$ cat config.mk
export PLATFORM = sky130hd
export DESIGN_NAME = cpu0_oci_dct_capture
export DESIGN_NICKNAME = d
export VERILOG_FILES = /design/src/rtl/cpu0_oci_pkg.sv /design/src/rtl/cpu0_oci_sync_fifo.sv /design/src/rtl/cpu0_oci_dct_capture.sv
export SDC_FILE = /design/constraint.sdc
export NUM_CORES = 1
export LEC_CHECK = 0
export ABC_AREA = 1
export CORE_ASPECT_RATIO = 1.5
export CORE_MARGIN = 2
export CORE_UTILIZATION = 40
export DETAILED_ROUTE_END_ITERATION = 8
export GPL_TIMING_DRIVEN = 1
export SYNTH_ARGS = -nofsm -noshare
export SYNTH_HDL_FRONTEND = slang
export SYNTH_SLANG_ARGS = --single-unit
$ cat constraint.sdc
create_clock -name clk -period 4 [get_ports clk]
set_input_delay 0.8 -clock clk [delete_from_list [all_inputs] [get_ports clk]]
set_output_delay 0.8 -clock clk [all_outputs]
set_load 0.01 [all_outputs]
$ cat src/rtl/cpu0_oci_pkg.sv
// Shared types and default widths for the cpu0 OCI DCT trace capture path.
package cpu0_oci_pkg;

    // Default width of one packed DCT trace word.
    localparam int DCT_WIDTH_DEFAULT   = 30;
    // Default width of the valid-entry count carried with each word.
    localparam int COUNT_WIDTH_DEFAULT = 4;

    // Capture state encoding. ST_SPARE is never entered on purpose and
    // falls through to ST_DONE if it is ever seen.
    typedef enum logic [1:0] {
        ST_RUN   = 2'd0,
        ST_DRAIN = 2'd1,
        ST_DONE  = 2'd2,
        ST_SPARE = 2'd3
    } state_t;

endpackage

$ cat src/rtl/cpu0_oci_sync_fifo.sv
// Single-clock FIFO with a registered head word, fill count and synchronous clear.
// The head register is preloaded with whatever word will be oldest after the
// current edge, so a push into an empty FIFO is visible on the next cycle and
// a pop exposes the following word with no bubble.
module cpu0_oci_sync_fifo #(
    parameter int WIDTH = 34,
    parameter int DEPTH = 16,
    localparam int AW = $clog2(DEPTH),
    localparam int FW = AW + 1
) (
    input  logic             clk,
    input  logic             reset_n,
    input  logic             push,
    input  logic [WIDTH-1:0] push_data,
    input  logic             pop,
    input  logic             clear,
    output logic             out_valid,
    output logic [WIDTH-1:0] out_data,
    output logic [FW-1:0]    fill_level
);

    logic [WIDTH-1:0] mem [DEPTH];
    logic [AW-1:0]    wr_ptr;
    logic [AW-1:0]    rd_ptr;
    logic [AW-1:0]    rd_ptr_next;
    logic [FW-1:0]    fill_next;
    logic [WIDTH-1:0] head_next;
    logic             do_push;
    logic             do_pop;

    // A clear swallows any push or pop issued in the same cycle.
    assign do_push = push && !clear;
    assign do_pop  = pop && out_valid && !clear;

    // Next read pointer, next fill count and the word that will be oldest after this edge.
    always_comb begin
        rd_ptr_next = rd_ptr;
        fill_next   = fill_level;
        head_next   = mem[rd_ptr];
        if (do_pop) begin
            rd_ptr_next = rd_ptr + AW'(1);
        end
        case ({do_push, do_pop})
            2'b10:   fill_next = fill_level + FW'(1);
            2'b01:   fill_next = fill_level - FW'(1);
            default: fill_next = fill_level;
        endcase
        // The new head may be the word being written this very edge.
        if (do_push && (wr_ptr == rd_ptr_next)) begin
            head_next = push_data;
        end else begin
            head_next = mem[rd_ptr_next];
        end
    end

    // Storage array; written only on accepted pushes, no reset needed.
    always_ff @(posedge clk) begin
        if (do_push) begin
            mem[wr_ptr] <= push_data;
        end
    end

    // Pointers, fill count and the registered head word.
    always_ff @(posedge clk or negedge reset_n) begin
        if (!reset_n) begin
            wr_ptr     <= '0;
            rd_ptr     <= '0;
            fill_level <= '0;
            out_valid  <= 1'b0;
            out_data   <= '0;
        end else if (clear) begin
            wr_ptr     <= '0;
            rd_ptr     <= '0;
            fill_level <= '0;
            out_valid  <= 1'b0;
        end else begin
            if (do_push) begin
                wr_ptr <= wr_ptr + AW'(1);
            end
            rd_ptr     <= rd_ptr_next;
            fill_level <= fill_next;
            out_valid  <= (fill_next != '0);
            if (fill_next != '0) begin
                out_data <= head_next;
            end
        end
    end

endmodule

$ cat src/rtl/cpu0_oci_dct_capture.sv
// Capture and drain block for the cpu0 OCI DCT trace stream: qualifies pushes
// from the trace packer, buffers them, presents them on a drain port and
// follows graceful-end / abort signalling with drop and word statistics.
//
// Drain handshake: a word transfers on every rising edge where out_valid and
// out_ready are both high. out_valid never depends on out_ready, and
// out_data/out_count hold steady while out_valid is high and out_ready is low.
module cpu0_oci_dct_capture
    import cpu0_oci_pkg::*;
#(
    parameter int DCT_WIDTH   = DCT_WIDTH_DEFAULT,
    parameter int COUNT_WIDTH = COUNT_WIDTH_DEFAULT,
    parameter int DEPTH       = 16,
    parameter int DROP_WIDTH  = 8,
    localparam int FW = $clog2(DEPTH) + 1
) (
    input  logic                   clk,
    input  logic                   reset_n,
    input  logic                   dct_valid,
    input  logic [DCT_WIDTH-1:0]   dct_buffer,
    input  logic [COUNT_WIDTH-1:0] dct_count,
    input  logic                   test_ending,
    input  logic                   test_has_ended,
    output logic                   out_valid,
    input  logic                   out_ready,
    output logic [DCT_WIDTH-1:0]   out_data,
    output logic [COUNT_WIDTH-1:0] out_count,
    output logic [FW-1:0]          fill_level,
    output logic                   overflow,
    output logic [DROP_WIDTH-1:0]  drop_count,
    output logic [31:0]            word_count,
    output logic [1:0]             state,
    output logic                   done
);

    localparam int W = DCT_WIDTH + COUNT_WIDTH;

    state_t         state_q;
    logic           push_req;
    logic           pop;
    logic           full;
    logic           push_ok;
    logic           push_drop;
    logic [W-1:0]   fifo_out;

    assign state = state_q;

    // Only RUN accepts trace words; an abort discards the push outright, so it
    // is neither stored nor counted as a drop.
    assign push_req  = dct_valid && (dct_count != '0) && (state_q == ST_RUN) && !test_has_ended;
    assign pop       = out_valid && out_ready;
    assign full      = (fill_level == FW'(DEPTH));
    // A full FIFO still takes a word when the sink frees a slot on the same edge.
    assign push_ok   = push_req && (!full || pop);
    assign push_drop = push_req && full && !pop;

    cpu0_oci_sync_fifo #(
        .WIDTH (W),
        .DEPTH (DEPTH)
    ) u_fifo (
        .clk        (clk),
        .reset_n    (reset_n),
        .push       (push_ok),
        .push_data  ({dct_count, dct_buffer}),
        .pop        (pop),
        .clear      (test_has_ended),
        .out_valid  (out_valid),
        .out_data   (fifo_out),
        .fill_level (fill_level)
    );

    assign out_count = fifo_out[W-1 -: COUNT_WIDTH];
    assign out_data  = fifo_out[DCT_WIDTH-1:0];

    // Capture state machine; done is registered alongside the state.
    always_ff @(posedge clk or negedge reset_n) begin
        if (!reset_n) begin
            state_q <= ST_RUN;
            done    <= 1'b0;
        end else begin
            case (state_q)
                ST_RUN: begin
                    if (test_has_ended) begin
                        state_q <= ST_DONE;
                        done    <= 1'b1;
                    end else if (test_ending) begin
                        state_q <= ST_DRAIN;
                    end
                end
                ST_DRAIN: begin
                    // No pushes arrive in DRAIN, so an empty FIFO means nothing is in flight.
                    if (test_has_ended || (fill_level == '0)) begin
                        state_q <= ST_DONE;
                        done    <= 1'b1;
                    end
                end
                ST_DONE: begin
                    state_q <= ST_DONE;
                    done    <= 1'b1;
                end
                default: begin
                    state_q <= ST_DONE;
                    done    <= 1'b1;
                end
            endcase
        end
    end

    // Accepted-word counter (wrapping) and drop statistics (saturating, sticky flag).
    always_ff @(posedge clk or negedge reset_n) begin
        if (!reset_n) begin
            word_count <= '0;
            drop_count <= '0;
            overflow   <= 1'b0;
        end else begin
            if (push_ok) begin
                word_count <= word_count + 32'd1;
            end
            if (push_drop) begin
                overflow <= 1'b1;
                if (drop_count != '1) begin
                    drop_count <= drop_count + DROP_WIDTH'(1);
                end
            end
        end
    end

endmodule

==> results of run 1 <==
-- registers in the layout (all words and copies together), names as in the netlist --
register	cells
u_fifo.out_valid	1
state	2
done	1
u_fifo.rd_ptr	4
u_fifo.wr_ptr	4
word_count	32
u_fifo.fill_level	5
overflow	1
u_fifo.mem	544
drop_count	8
u_fifo.out_data	34
-- critical path, cell delays in order --
cell and delay, ns:
sky130_fd_sc_hd__clkdlybuf4s50_1 0.41, sky130_fd_sc_hd__nor2_1 0.35, sky130_fd_sc_hd__nand3_1 0.20, sky130_fd_sc_hd__nand2_1 0.14, sky130_fd_sc_hd__nor2_2 0.05, sky130_fd_sc_hd__clkinv_1 0.06, sky130_fd_sc_hd__ha_1 0.22, sky130_fd_sc_hd__inv_1 0.08
sky130_fd_sc_hd__nand2_1 0.07, sky130_fd_sc_hd__nand2_1 0.08, sky130_fd_sc_hd__ha_1 0.18, sky130_fd_sc_hd__inv_1 0.05, sky130_fd_sc_hd__nand2_1 0.08, sky130_fd_sc_hd__or2_1 0.23, sky130_fd_sc_hd__nand3_1 0.06, sky130_fd_sc_hd__o21ai_1 0.09
sky130_fd_sc_hd__nor2_1 0.14, sky130_fd_sc_hd__nand3_2 0.15, sky130_fd_sc_hd__nand2_2 0.16, sky130_fd_sc_hd__buf_12 0.19, sky130_fd_sc_hd__nand2_1 0.07, sky130_fd_sc_hd__o21ai_1 0.09
-- where the power goes --
group / switching [mW] / leakage (nW) / internal, mW
clock network: 2.47 / 0.952 / 3.37
logic: 1.20 / 6.62 / 0.789
registers: 0.227 / 6.08 / 7.37
total: 3.90 / 13.7 / 11.5
-- layer usage --
metal	wire length [µm]	up-vias
li1	-	9432
met1	31700	9966
met2	39400	689
met3	4300	156
met4	2790	2
met5	10	-
-- cell families after synthesis --
| logic type | Yosys count | synth area share, % |
|---|---|---|
| AO/OA/AOI/OAI | 118 | 2.12 |
| XOR/XNOR | 39 | 1.20 |
| adder cells (fa/ha/maj) | 10 | 0.441 |
| buffers and inverters | 510 | 6.99 |
| flip-flops | 636 | 65.6 |
| multiplexers | 1 | 0.0397 |
| AND/OR/NAND/NOR | 1430 | 23.6 |
-- cells in the final DEF, fill, tap and decap left out, drive strengths merged --
cell           Yosys  routed
bufinv             0      10
clkinv             2      20
nor4               5       5
clkinvlp           0       6
a31o               1       1
edfxtp           544     544
nor3              13      13
nor3b              1       1
or2                2       2
ha                10      10
dfrtp             92      92
nand3            470     470
a21oi              3       3
o31ai              1       1
o21ai            111     111
xor2              25      25
xnor2             14      14
mux2               1       1
nand4             12      12
clkbuf            90      73
clkdlybuf4s50      0     122
o21a               1       1
nand3b           171     171
buf               62      97
nand2            495     495
o311ai             1       1
inv              356     358
nor2             261     261
-- worst paths after layout --
path	cells past startpoint	start	end	slack, ns
min in group clk	1	word_count[31]	word_count[31]	0.47
max in group asynchronous	2	reset_n	word_count[7]	2.86
setup / recovery	22	dct_count[0]	u_fifo.out_data[19]	0.58
setup reg to reg	21	u_fifo.fill_level[0]	u_fifo.out_data[19]	1.00
hold / removal	1	reset_n	word_count[13]	0.24
hold reg to reg	1	word_count[31]	word_count[31]	0.47
-- final cells by class --
type	count	share of cell area, %
tap	907	3.41
timing repair buffer	219	6.65
clock buffer	73	4.63
multi-input combinational	1598	23.9
sequential	636	56.0
clock inverter	36	1.32
inverter	358	4.04
-- stage by stage --
step                std cells  hold slack [ns]
floorplan                2744            0.504
global placement         3718            0.456
detailed placement       3718            0.465
CTS                      3827            0.235
global route             3827            0.276
finish                   3827            0.236
==> impl_metrics.py, run 1 <==
metrics = {
    "grt": {
        "grt_resource_usage_total_pct": 21.2,
        "grtUsageMet2_pct": 38.0,
        "grt_busiest_layer": "met2",
        "grt.met1_usage_pct": 26.3,
        "largest_net_degree_at_the_start_of_global_routing": 104,
        "grt_overflow_total": 0,
        "grt_pass1_vias": 19886,
        "global_route_wire_length_before_repair_um": 119000,
        "number_of_antenna_violations_at_the_first_check_in_global_routing": 1,
        "gr-usage-met3_pct": 2.56,
    },
    "detailed_routing": {
        "totalWireLength_um": 78200,
        "ant_nets": 0,
        "first_drt_pass_iteration_count": 9,
        "route.detailed.drc": 15,
        "detail_route.iter0.violations": 1880,
        "dr_total_vias": 20245,
        "routedWlPerCell_um": 20.4,
        "route.detailed.vias_per_inst": 5.29,
    },
    "yosys": {
        "synthMostInstantiatedCell": "sky130_fd_sc_hd__edfxtp_1",
        "mappedNetlistArea_mm2": 0.0284,
        "async_reset_ff_share_pct": 14.5,
        "synth_commonest_cells": "544 x sky130_fd_sc_hd__edfxtp_1, 493 x sky130_fd_sc_hd__nand2_1, 468 x sky130_fd_sc_hd__nand3_1",
        "yosys_warnings": 0,
        "number_of_enable_flip_flop_cells_after_synthesis": 544,
        "synth_ff_type": "sky130_fd_sc_hd__edfxtp_1",
        "synth_sequential_area_ratio_pct": 65.6,
        "synthesis.nets": 2794,
        "synth.area.top_cells": "sky130_fd_sc_hd__edfxtp_1 58%, sky130_fd_sc_hd__nand3_1 8.2%, sky130_fd_sc_hd__dfrtp_1 8.1%",
        "ys_ff_latch": 636,
        "postSynthCellCount": 2744,
        "post-synth-top-area-fraction_pct": 57.5,
        "synth_cell_type_count": 34,
        "netlist.top_cell.by_area": "sky130_fd_sc_hd__edfxtp_1",
        "syn-mean-instance-area_um2": 10.3,
    },
    "die": {
        "dieWidth_um": 222,
        "die_y_um": 330,
        "fp.dieArea_mm2": 0.0732,
        "fp-row-count": 119,
        "start_util_pct": 40.4,
        "core_area_mm2": 0.0703,
        "top_level_ports": 124,
    },
    "clocking": {
        "postcts_setup_bufs": 0,
        "cts_buffers": 58,
        "quantity_of_hold_fixing_buffers_added_after_cts": 0,
        "postcts_resize_cnt": 0,
        "clkLatencyLatePin_ns": 0.64,
        "clockBufferDepth": 3,
        "clk_transition_reported_paths_ns": 0.07,
        "cts_tree": "done",
        "cts.root.buffer_cell": "sky130_fd_sc_hd__clkbuf_16",
        "h-tree-depth": 2,
        "clock_sink_count": 636,
    },
    "place": {
        "dp_slack_ns": -0.0201,
        "dp.final_hpwl_um": 44300,
        "place.gp.congestion": 0.858,
        "port_buffers": 123,
        "placed_area_mm2": 0.0313,
    },
    "timing": {
        "setup_viol": 0,
        "fin_tns_setup_ns": 0,
        "period_share_pct": 85.5,
        "max_slew_margin_pct": 46.1,
        "unrepaired_setup_endpoints_after_global_routing": "false",
        "worst_slack_ns": 0.582,
        "timing.final.hold_violations": 0,
        "max_frequency_mhz": 293,
        "finalWorstPathRequiredPeriod_ns": 3.42,
        "finClkSkew_ns": 0.0253,
        "worstMarginPinSlew_ns": 0.809,
        "final-max-slew-violation-count": 0,
    },
    "power": {
        "power_density_mw_per_mm2": 464,
        "power.ir.vdd_worst_uv": 307,
        "leakagePower_nw": 13.7,
        "report.power.total_mw": 15.4,
    },
    "cells_and_area": {
        "area_growth_syn_to_layout_pct": 17.1,
        "finalCoreUtilization_pct": 47.3,
        "antenna_diode_count": 0,
        "regArea_mm2": 0.0186,
        "design_area_mm2": 0.0333,
        "finish.net_count": 2921,
        "area_taken_by_multi_input_logic_gates_mm2": 0.00795,
        "drive_gt1_share_pct": 7.60,
        "final.fill_count": 6367,
    },
    "critical_path": {
        "critical_path_arrival_ns": 3.97,
        "crit_path_start_kind": "input port",
        "critPathCaptureType": "flop",
        "critical_path.max_fanout": 19,
        "timing.setup.critical_path_class": "in2reg",
        "worst_ep_required_time_ns": 4.55,
    },
    "run_status": {
        "outcome": "complete, but fails checks",
        "violated_checks": "design-rule violations",
    },
    "flow_run": {
        "maxCapViolCount": 0,
    },
    "hold_path": {
        "worst_hold_path_type": "in2async",
    },
}
(Power assumes the default switching activity.)
==> run 2: changes to the inputs <==
ABC_AREA = default   (was 1)
==> run 2 against run 1 <==
Effect of this change:
- the flow now finishes without violations
- area after synthesis is 9.5% lower
- clock-buffer cell count is 2 higher
- first-iteration DRC count is 24% lower
- sequential power is 3% lower
- clock skew is 0.0077 ns lower
- highest routed layer unchanged
- global-route usage is 0.83 points lower
- synthesized cell count is 38% lower
- register-to-register slack worse by 0.57 ns
- via count is 21% lower
- design area is 8.1% lower
==> impl_metrics.py, run 2 <==
metrics = {
    "detailed_routing": {
        "route.detailed.drc": 0,
        "detail_route.iter0.violations": 1438,
        "totalWireLength_um": 67800,
        "route.detailed.vias_per_inst": 5.94,
        "ant_nets": 0,
        "routedWlPerCell_um": 25.1,
        "dr_total_vias": 16046,
        "first_drt_pass_iteration_count": 5,
    },
    "clocking": {
        "cts_tree": "done",
        "clock_sink_count": 636,
        "cts.root.buffer_cell": "sky130_fd_sc_hd__clkbuf_16",
        "postcts_resize_cnt": 0,
        "clk_transition_reported_paths_ns": 0.06,
        "h-tree-depth": 2,
        "clkLatencyLatePin_ns": 0.64,
        "clockBufferDepth": 3,
        "quantity_of_hold_fixing_buffers_added_after_cts": 0,
        "cts_buffers": 57,
        "postcts_setup_bufs": 0,
    },
    "yosys": {
        "synth_cell_type_count": 52,
        "post-synth-top-area-fraction_pct": 63.6,
        "yosys_warnings": 0,
        "synthesis.nets": 1745,
        "synth.area.top_cells": "sky130_fd_sc_hd__edfxtp_1 64%, sky130_fd_sc_hd__dfrtp_1 9.0%, sky130_fd_sc_hd__mux2i_1 5.5%",
        "synthMostInstantiatedCell": "sky130_fd_sc_hd__edfxtp_1",
        "synth_commonest_cells": "544 x sky130_fd_sc_hd__edfxtp_1, 142 x sky130_fd_sc_hd__mux2i_1, 132 x sky130_fd_sc_hd__o22ai_1",
        "ys_ff_latch": 636,
        "syn-mean-instance-area_um2": 15.2,
        "synth_sequential_area_ratio_pct": 72.6,
        "mappedNetlistArea_mm2": 0.0257,
        "netlist.top_cell.by_area": "sky130_fd_sc_hd__edfxtp_1",
        "async_reset_ff_share_pct": 14.5,
        "postSynthCellCount": 1695,
        "synth_ff_type": "sky130_fd_sc_hd__edfxtp_1",
        "number_of_enable_flip_flop_cells_after_synthesis": 544,
    },
    "timing": {
        "final-max-slew-violation-count": 0,
        "finalWorstPathRequiredPeriod_ns": 3.74,
        "worst_slack_ns": 0.262,
        "max_slew_margin_pct": 42.4,
        "unrepaired_setup_endpoints_after_global_routing": "false",
        "timing.final.hold_violations": 0,
        "setup_viol": 0,
        "max_frequency_mhz": 268,
        "worstMarginPinSlew_ns": 0.865,
        "finClkSkew_ns": 0.0177,
        "worst_hold_slack_ns": 0.265,
        "period_share_pct": 93.5,
    },
    "cells_and_area": {
        "drive_gt1_share_pct": 11.6,
        "finish.net_count": 1896,
        "most-common-layout-cells": "544 x sky130_fd_sc_hd__edfxtp_1, 141 x sky130_fd_sc_hd__mux2i_1, 132 x sky130_fd_sc_hd__o22ai_1",
        "reg_top3": "u_fifo.mem x544, u_fifo.out_data x34, word_count x32",
        "area_taken_by_multi_input_logic_gates_mm2": 0.00660,
        "instances_no_fill": 2700,
        "final.fill_count": 5330,
        "mostFrequentLayoutCell": "sky130_fd_sc_hd__edfxtp_1",
        "largest_register_ffs": 544,
        "area_growth_syn_to_layout_pct": 19.0,
        "regArea_mm2": 0.0186,
        "antenna_diode_count": 0,
        "largest_register": "u_fifo.mem",
    },
    "die": {
        "top_level_ports": 124,
        "core_area_mm2": 0.0635,
        "start_util_pct": 40.5,
        "dieWidth_um": 211,
        "fp.dieArea_mm2": 0.0663,
        "fp-row-count": 113,
        "die_y_um": 314,
    },
    "critical_path": {
        "worst_ep_required_time_ns": 4.52,
        "setup.worst_path.start": "test_has_ended",
        "r2r_cells": 13,
        "critical_path.max_fanout": 36,
        "cp_buf_inv_count": 3,
        "timing.setup.critical_path_class": "in2reg",
        "crit_family": "compound AO/OA/AOI/OAI gates",
        "cpPeakStageDelay_ns": 0.58,
        "rr_endpoint": "u_fifo.out_data[4]",
        "timing.critical_path.mode_cell": "sky130_fd_sc_hd__ha_1",
        "list_of_cells_traversed_by_the_critical_path": "clkdlybuf4s50_1, or4b_4, a311oi_4, inv_2, ha_1, xor2_1, ha_1, and3b_1, o21ai_0, a21oi_1, xnor2_1, a41o_2, buf_12, o31ai_1",
        "critical_path_arrival_ns": 4.26,
        "critPathCaptureType": "flop",
        "reg2reg_setup_slack_ns": 0.43,
        "setup.worst_path.end": "u_fifo.out_data[4]",
        "crit_path_start_kind": "input port",
        "critical_path_cell_count": 14,
        "crit-reg2reg-launch": "u_fifo.fill_level[1]",
        "slowest_stage": "sky130_fd_sc_hd__or4b_4",
    },
    "power": {
        "power.ir.vdd_worst_uv": 392,
        "power_density_mw_per_mm2": 440,
        "leakagePower_nw": 9.84,
    },
    "grt": {
        "largest_net_degree_at_the_start_of_global_routing": 107,
        "grt_overflow_total": 0,
        "grt_resource_usage_total_pct": 20.4,
        "number_of_antenna_violations_at_the_first_check_in_global_routing": 1,
        "global_route_wire_length_before_repair_um": 101000,
        "grt_pass1_vias": 16274,
    },
    "hold_path": {
        "worst_hold_path_type": "in2async",
    },
    "flow_run": {
        "maxCapViolCount": 0,
    },
    "place": {
        "dp_slack_ns": -0.386,
        "port_buffers": 123,
        "place.gp.congestion": 0.783,
        "dp.final_hpwl_um": 37300,
        "place_inst": 2592,
    },
    "run_status": {
        "outcome": "finished clean",
    },
}
## run 2: how the worst min path moves through the flow
stage             start            end  slack (ns)  depth (start not counted)
2_1_floorplan   reset_n           done        0.50                          0
3_3_place_gp       done           done        0.45                          1
3_5_place_dp   overflow       overflow        0.46                          1
4_1_cts         reset_n  drop_count[7]        0.26                          1
5_1_grt         reset_n       state[0]        0.32                          1
6_report        reset_n  drop_count[2]        0.27                          1
## run 2: metrics by stage
stage          cell area (µm²)  utilization (%)  TNS (ns)  power, mW
3_5_place_dp             28700             45.2    -10.30       8.10
4_1_cts                  30600             48.2         0       13.6
2_1_floorplan            25700                -         0       7.65
3_3_place_gp             28700             45.2     -8.35       8.09
6_report                 30600             48.2         0       13.5
5_1_grt                  30600             48.2         0       13.9
## run 2: logic make-up (layout without fill, tap and decap cells)
kind of cell    count (synthesis)  count (layout)  synth area share [%]
compound gates                370             370                  10.5
xor+xnor                       57              57                  1.94
fa+ha+maj                      10              10                 0.487
buf+inv                       136             336                  2.20
flops                         636             636                  72.6
mux                           144             144                  5.62
simple gates                  342             342                  6.73
## run 2: layout make-up
type | instances | area share [%]
Clock buffer | 75 | 5.05
Clock inverter | 33 | 1.10
Inverter | 11 | 0.135
Multi-Input combinational cell | 923 | 21.6
Sequential cell | 636 | 61.0
Tap cell | 805 | 3.29
Timing Repair Buffer | 217 | 7.88
## run 2: report_power, final
group          switching (mW)  total [mW]  internal (mW)
clock network            2.45        5.51           3.06
registers               0.104        7.41           7.31
logic                   0.273       0.543          0.270
total                    2.83        13.5           10.6
## run 2: metal layers
| metal | global-route usage (%) | routed length [µm] |
|---|---|---|
| met4 | 7.25 | 1970 |
| met5 | 0 | 11 |
| met1 | 25.4 | 27400 |
| met2 | 35.7 | 34600 |
| met3 | 3.34 | 3790 |
==> run 3: changes to the inputs <==
CAP_MARGIN = 20   (was default)
==> results of run 3 <==
Same layout as run 2: the final DEF is identical, and so are final timing and power.
